**src/rtl/aes_ctrl_pkg.sv**
```systemverilog
// Shared types and constants for the AES round-core sequencer: FSM states,
// word addresses of the register map and CTRL/STATUS bit positions.
package aes_ctrl_pkg;

  typedef enum logic [1:0] {
    IDLE   = 2'd0,
    LAUNCH = 2'd1,
    WAIT   = 2'd2
  } state_t;

  localparam logic [3:0] ADDR_CTRL   = 4'd0;
  localparam logic [3:0] ADDR_STATUS = 4'd1;
  localparam logic [3:0] ADDR_KEY0   = 4'd2;
  localparam logic [3:0] ADDR_DIN0   = 4'd6;
  localparam logic [3:0] ADDR_DOUT0  = 4'd10;
  localparam logic [3:0] ADDR_RSVD   = 4'd14;

  localparam int CTRL_START_BIT     = 0;
  localparam int CTRL_IRQ_EN_BIT    = 1;
  localparam int STATUS_BUSY_BIT    = 0;
  localparam int STATUS_DONE_BIT    = 1;
  localparam int STATUS_TIMEOUT_BIT = 2;

endpackage

```
**src/rtl/aes_ctrl_if.sv**
```systemverilog
// Peripheral strobe bus between the CPU address decode (master) and the
// AES sequencer (slave).
interface aes_ctrl_if;
  logic        stb_i;
  logic        we_i;
  logic [3:0]  addr_i;
  logic [31:0] wdata_i;
  logic [31:0] rdata_o;
  logic        ack_o;

  modport slave  (input stb_i, we_i, addr_i, wdata_i, output rdata_o, ack_o);
  modport master (output stb_i, we_i, addr_i, wdata_i, input rdata_o, ack_o);
endinterface

```
**src/rtl/aes_ctrl_regfile.sv**
```systemverilog
// KEY/DIN/DOUT word storage and the registered read-data mux of the AES
// sequencer. CTRL and STATUS words are supplied by the parent.
module aes_ctrl_regfile
  import aes_ctrl_pkg::*;
(
  input  logic         clk_i,
  input  logic         reset_i,
  input  logic         i_rd_en,
  input  logic         i_wr_en,
  input  logic [3:0]   i_addr,
  input  logic [31:0]  i_wdata,
  input  logic         i_dout_load,
  input  logic [127:0] i_dout,
  input  logic [31:0]  i_ctrl_word,
  input  logic [31:0]  i_status_word,
  output logic [127:0] o_key,
  output logic [127:0] o_din,
  output logic [31:0]  o_rdata
);

  logic [3:0][31:0] r_key, r_din, r_dout;
  logic [31:0]      r_rdata;
  logic [31:0]      w_rd_word;
  logic [1:0]       w_key_idx, w_din_idx, w_dout_idx;
  logic             w_in_key, w_in_din, w_in_dout;

  assign w_key_idx  = 2'(i_addr - ADDR_KEY0);
  assign w_din_idx  = 2'(i_addr - ADDR_DIN0);
  assign w_dout_idx = 2'(i_addr - ADDR_DOUT0);
  assign w_in_key   = (i_addr >= ADDR_KEY0)  && (i_addr < ADDR_DIN0);
  assign w_in_din   = (i_addr >= ADDR_DIN0)  && (i_addr < ADDR_DOUT0);
  assign w_in_dout  = (i_addr >= ADDR_DOUT0) && (i_addr < ADDR_RSVD);

  // NOTE: every variable gets a default first so no path leaves it unassigned (no latch).
  always_comb begin
    w_rd_word = '0;
    if (i_addr == ADDR_CTRL)        w_rd_word = i_ctrl_word;
    else if (i_addr == ADDR_STATUS) w_rd_word = i_status_word;
    else if (w_in_key)              w_rd_word = r_key[w_key_idx];
    else if (w_in_din)              w_rd_word = r_din[w_din_idx];
    else if (w_in_dout)             w_rd_word = r_dout[w_dout_idx];
  end

  // NOTE: the word arrays are plain flops with reset, so no stale key survives a reset.
  always_ff @(posedge clk_i or posedge reset_i) begin
    if (reset_i) begin
      r_key   <= '0;
      r_din   <= '0;
      r_dout  <= '0;
      r_rdata <= '0;
    end else begin
      r_rdata <= i_rd_en ? w_rd_word : '0;
      if (i_wr_en && w_in_key) r_key[w_key_idx] <= i_wdata;
      if (i_wr_en && w_in_din) r_din[w_din_idx] <= i_wdata;
      if (i_dout_load)         r_dout           <= i_dout;
    end
  end

  assign o_key   = r_key;
  assign o_din   = r_din;
  assign o_rdata = r_rdata;

endmodule

```
**src/rtl/aes_ctrl.sv**
```systemverilog
// Memory-mapped sequencer for one AES round core: launch, wait with timeout,
// capture ciphertext, level irq. Optional scope trigger: AES_CTRL_TRIGGER_EN.
module aes_ctrl
  import aes_ctrl_pkg::*;
#(
  parameter int TIMEOUT_CYCLES = 64,
  parameter bit IRQ_DEFAULT_EN = 1'b1
) (
  input  logic         clk_i,
  input  logic         reset_i,
  aes_ctrl_if.slave    bus,
  output logic [127:0] core_key_o,
  output logic [127:0] core_din_o,
  output logic         core_start_o,
  input  logic         core_done_i,
  input  logic [127:0] core_dout_i,
  output logic         irq_o,
  input  logic         irq_ack_i,
  output logic         trigger_o
);

  localparam logic [15:0] CNT_LAST = 16'(TIMEOUT_CYCLES - 1);

  state_t      r_state, w_state_nxt;
  logic [15:0] r_cnt, w_cnt_nxt;
  logic        r_ack, r_irq_en, r_done, r_timeout, r_irq;
  logic        w_acc, w_wr, w_rd, w_busy, w_ctrl_wr, w_status_wr;
  logic        w_start_go, w_done_w1c, w_timeout_w1c;
  logic        w_launch, w_core_done, w_timeout_hit;
  logic [31:0] w_ctrl_word, w_status_word, w_rdata;

  // A held strobe is accepted only on cycles where no ack is pending.
  assign w_acc         = bus.stb_i & ~r_ack;
  assign w_wr          = w_acc & bus.we_i;
  assign w_rd          = w_acc & ~bus.we_i;
  assign w_busy        = (r_state != IDLE);
  assign w_ctrl_wr     = w_wr && (bus.addr_i == ADDR_CTRL);
  assign w_status_wr   = w_wr && (bus.addr_i == ADDR_STATUS);
  assign w_start_go    = w_ctrl_wr & bus.wdata_i[CTRL_START_BIT] & ~w_busy;
  assign w_done_w1c    = w_status_wr & bus.wdata_i[STATUS_DONE_BIT];
  assign w_timeout_w1c = w_status_wr & bus.wdata_i[STATUS_TIMEOUT_BIT];

  always_comb begin
    w_state_nxt   = r_state;
    w_cnt_nxt     = r_cnt;
    w_launch      = 1'b0;
    w_core_done   = 1'b0;
    w_timeout_hit = 1'b0;
    case (r_state)
      IDLE: if (w_start_go) w_state_nxt = LAUNCH;
      LAUNCH: begin
        w_launch    = 1'b1;
        w_cnt_nxt   = '0;
        w_state_nxt = WAIT;
      end
      WAIT: begin
        // Completion on the final counted cycle still wins over the timeout.
        if (core_done_i) begin
          w_core_done = 1'b1;
          w_state_nxt = IDLE;
        end else if (r_cnt == CNT_LAST) begin
          w_timeout_hit = 1'b1;
          w_state_nxt   = IDLE;
        end else begin
          w_cnt_nxt = r_cnt + 16'd1;
        end
      end
      default: w_state_nxt = IDLE;
    endcase
  end

  // NOTE: sequential state uses non-blocking assignments so every flop samples pre-edge values.
  always_ff @(posedge clk_i or posedge reset_i) begin
    if (reset_i) begin
      r_state <= IDLE;
      r_cnt   <= '0;
    end else begin
      r_state <= w_state_nxt;
      r_cnt   <= w_cnt_nxt;
    end
  end

  always_ff @(posedge clk_i or posedge reset_i) begin
    if (reset_i) begin
      r_ack     <= 1'b0;
      r_irq_en  <= IRQ_DEFAULT_EN;
      r_done    <= 1'b0;
      r_timeout <= 1'b0;
      r_irq     <= 1'b0;
    end else begin
      r_ack <= bus.stb_i & ~r_ack;
      if (w_ctrl_wr) r_irq_en <= bus.wdata_i[CTRL_IRQ_EN_BIT];

      if (w_start_go)       r_done <= 1'b0;
      else if (w_core_done) r_done <= 1'b1;
      else if (w_done_w1c)  r_done <= 1'b0;

      if (w_start_go)          r_timeout <= 1'b0;
      else if (w_timeout_hit)  r_timeout <= 1'b1;
      else if (w_timeout_w1c)  r_timeout <= 1'b0;

      if (w_core_done && r_irq_en)      r_irq <= 1'b1;
      else if (irq_ack_i || w_done_w1c) r_irq <= 1'b0;
    end
  end

  always_comb begin
    w_ctrl_word                       = '0;
    w_ctrl_word[CTRL_IRQ_EN_BIT]      = r_irq_en;
    w_status_word                     = '0;
    w_status_word[STATUS_BUSY_BIT]    = w_busy;
    w_status_word[STATUS_DONE_BIT]    = r_done;
    w_status_word[STATUS_TIMEOUT_BIT] = r_timeout;
  end

  aes_ctrl_regfile u_regfile (
    .clk_i         (clk_i),
    .reset_i       (reset_i),
    .i_rd_en       (w_rd),
    .i_wr_en       (w_wr & ~w_busy),
    .i_addr        (bus.addr_i),
    .i_wdata       (bus.wdata_i),
    .i_dout_load   (w_core_done),
    .i_dout        (core_dout_i),
    .i_ctrl_word   (w_ctrl_word),
    .i_status_word (w_status_word),
    .o_key         (core_key_o),
    .o_din         (core_din_o),
    .o_rdata       (w_rdata)
  );

  assign bus.rdata_o  = w_rdata;
  assign bus.ack_o    = r_ack;
  assign core_start_o = w_launch;
  assign irq_o        = r_irq;

`ifdef AES_CTRL_TRIGGER_EN
  assign trigger_o = w_busy;
`else
  assign trigger_o = 1'b0;
`endif

endmodule
```
**src/flat_wrapper.sv**
```systemverilog
// flat-port wrapper written by rule: the top's interface ports become plain ports
module aes_ctrl_flat import aes_ctrl_pkg::*;
#(
  parameter int TIMEOUT_CYCLES = 64,
  parameter bit IRQ_DEFAULT_EN = 1'b1
)
  (clk_i, reset_i, core_key_o, core_din_o, core_start_o, core_done_i, core_dout_i, irq_o, irq_ack_i, trigger_o, bus_stb_i, bus_we_i, bus_addr_i, bus_wdata_i, bus_rdata_o, bus_ack_o);
  aes_ctrl_if bus_i ();
  input  logic clk_i;
  input  logic reset_i;
  output logic [127:0] core_key_o;
  output logic [127:0] core_din_o;
  output logic core_start_o;
  input  logic core_done_i;
  input  logic [127:0] core_dout_i;
  output logic irq_o;
  input  logic irq_ack_i;
  output logic trigger_o;
  input wire logic [$bits(bus_i.stb_i)-1:0] bus_stb_i;
  input wire logic [$bits(bus_i.we_i)-1:0] bus_we_i;
  input wire logic [$bits(bus_i.addr_i)-1:0] bus_addr_i;
  input wire logic [$bits(bus_i.wdata_i)-1:0] bus_wdata_i;
  output wire logic [$bits(bus_i.rdata_o)-1:0] bus_rdata_o;
  output wire logic [$bits(bus_i.ack_o)-1:0] bus_ack_o;
  assign bus_i.stb_i = bus_stb_i;
  assign bus_i.we_i = bus_we_i;
  assign bus_i.addr_i = bus_addr_i;
  assign bus_i.wdata_i = bus_wdata_i;
  assign bus_rdata_o = bus_i.rdata_o;
  assign bus_ack_o = bus_i.ack_o;
  aes_ctrl #(.TIMEOUT_CYCLES(TIMEOUT_CYCLES), .IRQ_DEFAULT_EN(IRQ_DEFAULT_EN)) u_core (.clk_i(clk_i), .reset_i(reset_i), .bus(bus_i), .core_key_o(core_key_o), .core_din_o(core_din_o), .core_start_o(core_start_o), .core_done_i(core_done_i), .core_dout_i(core_dout_i), .irq_o(irq_o), .irq_ack_i(irq_ack_i), .trigger_o(trigger_o));
endmodule
```
**config.mk**
```make
export PLATFORM = sky130hd
export DESIGN_NAME = aes_ctrl_flat
export DESIGN_NICKNAME = d
export VERILOG_FILES = /design/src/rtl/aes_ctrl_pkg.sv /design/src/rtl/aes_ctrl_if.sv /design/src/rtl/aes_ctrl_regfile.sv /design/src/rtl/aes_ctrl.sv /design/src/flat_wrapper.sv
export SDC_FILE = /design/constraint.sdc
export NUM_CORES = 1
export LEC_CHECK = 0
export BUFFER_PORTS_ARGS = -buffer_cell sky130_fd_sc_hd__buf_2
export CORE_MARGIN = 3
export CORE_UTILIZATION = 30
export CTS_BUF_LIST = sky130_fd_sc_hd__clkbuf_4 sky130_fd_sc_hd__clkbuf_8
export DETAILED_ROUTE_END_ITERATION = 6
export PLACE_DENSITY_LB_ADDON = 0.25
export SETUP_SLACK_MARGIN = 0.15
export SYNTH_ARGS = -nofsm -noshare
export SYNTH_HDL_FRONTEND = slang
export SYNTH_HIERARCHICAL = 1
export SYNTH_SLANG_ARGS = --single-unit
```
**constraint.sdc**
```tcl
create_clock -name clk_i -period 31.9 [get_ports clk_i]
set_clock_uncertainty 0.05 [all_clocks]
set_input_delay 4.785 -clock clk_i [delete_from_list [all_inputs] [get_ports clk_i]]
set_output_delay 4.785 -clock clk_i [all_outputs]
set_load 0.005 [all_outputs]
```
==> impl_metrics.env <==
export IMPL_status="complete, no violations"
export IMPL_dp_cells=2804
export IMPL_h_tree_depth=3
export IMPL_syn_area_sq_mm=0.0206
export IMPL_viasPerCell=5.07
export IMPL_insertion_delay_ns=0.66
export IMPL_fill_cells=6691
export IMPL_synth_top_area_cell="dfrtp_1"
export IMPL_slew_headroom=0.117
export IMPL_grt_pass1_wl_mm=106
export IMPL_final_cell_mix="buf_2 (456), dfrtp_1 (438), mux2_2 (385), mux2i_1 (135), clkbuf_8 (99)"
export IMPL_overflow=0
export IMPL_synthAdderAreaFrac=0.000608
export IMPL_dr_pass1_iters=4
export IMPL_drt_wl_total_mm=73.1
export IMPL_drc=0
export IMPL_synth_top_family_by_area="multiplexers"
export IMPL_cts_resized=0
export IMPL_ir_drop_v=0.0000330
export IMPL_place_ws_ns=24.07
export IMPL_maxCapViolCount=0
export IMPL_grt_usage=0.200
export IMPL_synth_xor_area_frac=0.00128
export IMPL_synth_top_area_frac=0.533
export IMPL_fmax_mhz=139
export IMPL_required_ns=32.36
export IMPL_postCtsHoldBufs=0
export IMPL_setup_violations=0
export IMPL_synth_warnings=6
export IMPL_synth_simple_area_share=0.0343
export IMPL_grt_pass1_vias=15700
export IMPL_core_sq_mm=0.0675
export IMPL_antenna_found_initial=3
export IMPL_worstPathArrival_ns=7.66
export IMPL_nets=2187
export IMPL_syn_avg_cell_area_sq_um=13.8
export IMPL_ff_latch_area_sq_mm=0.0110
export IMPL_leakagePower_nw=12.7
export IMPL_gp_congestion=0.818
export IMPL_ys_async_sr_fraction=1.00
export IMPL_max_clock_path_buffers=3
export IMPL_die_h_microns=268
export IMPL_drive_gt1_frac=0.528
export IMPL_clock_sinks=439
export IMPL_period_minus_slack_ns=7.20
export IMPL_synthMuxAreaShare=0.335
export IMPL_vias=14900
export IMPL_cts_buffers=83
export IMPL_rsz0062_at_grt="no"
export IMPL_yosysUniqueCellTypes=62
export IMPL_final_cells=2946
export IMPL_yosys_top_cells_area="dfrtp_1 (53%), mux2_2 (21%), mux2i_1 (6.6%), mux4_2 (3.4%), mux2_4 (2.2%)"
export IMPL_reg2reg_setup_slack_ns=28.40
export IMPL_synth_edf_count=0
export IMPL_power_density_mw_per_mm2=61.4
export IMPL_port_buffers=460
export IMPL_synthCells=1494
export IMPL_ys_seq_area_frac=0.534
export IMPL_dpl_cell_area_sq_mm=0.0239
export IMPL_design_area_sq_mm=0.0257
export IMPL_fp_dieW_microns=268
export IMPL_path_max_fanout=17
export IMPL_wire_per_inst_microns=24.8
export IMPL_rows=95
export IMPL_tns_ns=0
export IMPL_place_hpwl_mm=48.0
export IMPL_post_cts_setup_buffers=0
export IMPL_area_growth_pct=24.8
export IMPL_io_pins=462
export IMPL_drv_slew=0
export IMPL_multi_input_area_sq_mm=0.00933
export IMPL_tightestPinTransition_ns=1.32
export IMPL_tritoncts="yes"
export IMPL_synth_compound_area_share=0.0680
export IMPL_synth_seq_cells=439
export IMPL_final_common_cell="buf_2"
export IMPL_synth_ff_type="dfrtp_1"
export IMPL_finalHoldViolCount=0
export IMPL_die_area_sq_mm=0.0717
export IMPL_hp_class="register to register"
export IMPL_start_util=0.305
export IMPL_drtIter0Drc=693
export IMPL_start_kind="input pin"
export IMPL_clkTransAtPathRegs_ns=0.05
export IMPL_antenna_left=0
export IMPL_fin_ws_ns=24.70
export IMPL_grt_max_degree=180
export IMPL_critPathKind="input pin to register"
export IMPL_timing_final_crit_share=0.226
export IMPL_cts_root_buf="clkbuf_8"
export IMPL_endpoint_kind="register"
[final cells by class]
type	instances	share of cell area
Clock buffer	125	0.0607
Clock inverter	14	0.00643
Multi-Input combinational cell	1001	0.363
Sequential cell	439	0.428
Timing Repair Buffer	480	0.0967
Inverter	11	0.00190
Antenna cell	3	0.000292
Tap cell	873	0.0426
[stage by stage]
step / utilization / power [mW] / hold WS (ns)
finish: 0.380 / 1.58 / 0.451
detailed placement: 0.355 / 1.01 / 0.442
CTS: 0.380 / 1.60 / 0.450
global placement: 0.355 / 1.00 / 0.419
global route: 0.380 / 1.66 / 0.466
floorplan: - / 0.868 / 0.399
[sequential cells by signal, summed over array words and instances (netlist names)]
name                      count
u_core/r_state                2
u_core/u_regfile/o_din      128
u_core/irq_o                  1
u_core/r_done                 1
u_core/r_cnt                 16
u_core/r_timeout              1
u_core/u_regfile/o_rdata     32
u_core/bus.ack_o              1
u_core/r_irq_en               1
u_core/u_regfile/r_dout     128
u_core/u_regfile/o_key      128
[synth_stat cells, types with 5 or more instances]
library cell	n
buf_4	5
nor2_1	29
a21boi_0	21
nand2_1	42
mux4_2	31
a22oi_1	44
nand4_1	5
mux2i_1	135
o21ai_0	43
a31oi_1	10
and3_1	7
buf_6	6
a21oi_1	76
buf_2	48
nor2b_1	8
mux2_4	30
clkbuf_1	39
nor4_1	5
mux2_2	385
buf_1	5
o22a_1	10
nand3_1	8
inv_1	11
dfrtp_1	438
[worst max-delay path, cell delays in order]
cell and delay [ns]:
buf_2 0.08, nor2b_1 0.42, and3_1 0.27, nor2b_1 0.39, nand2_1 0.16, nor2_4 0.69
buf_4 0.48, mux2_2 0.37
[per-layer routing]
metal  vias up  track usage  share of wire
li1       6499            -              -
met1      7812        0.258           0.43
met2       502        0.321           0.47
met3       109       0.0618          0.072
met4         0       0.0620          0.025
met5         -            0              0
[cells by family after synthesis]
group                      Yosys count
AOI/OAI and AO/OA                  222
xor gates and xnor gates             3
adders and majority gates            1
buffers and inverters              114
DFF                                439
muxes                              585
other                                1
and+or+nand+nor                    129
[power breakdown]
part	internal, mW	switching, mW	leakage [nW]
logic	0.151	0.131	6.13
clock network	0.334	0.243	0.899
registers	0.647	0.0698	5.66
total	1.13	0.443	12.7
[path summary, 6_finish.rpt]
path,from,to,depth (start not counted)
hold / removal,u_core/u_regfile/r_dout[38],u_core/u_regfile/r_dout[38],1
setup / recovery,bus_stb_i,u_core/u_regfile/o_din[95],8
setup reg to reg,u_core/r_state[1],u_core/u_regfile/o_din[95],7
max in group asynchronous,reset_i,u_core/u_regfile/o_din[11],4
hold reg to reg,u_core/u_regfile/r_dout[38],u_core/u_regfile/r_dout[38],1
min in group asynchronous,reset_i,u_core/u_regfile/r_dout[66],2
Power figures use the tool's default switching activity.
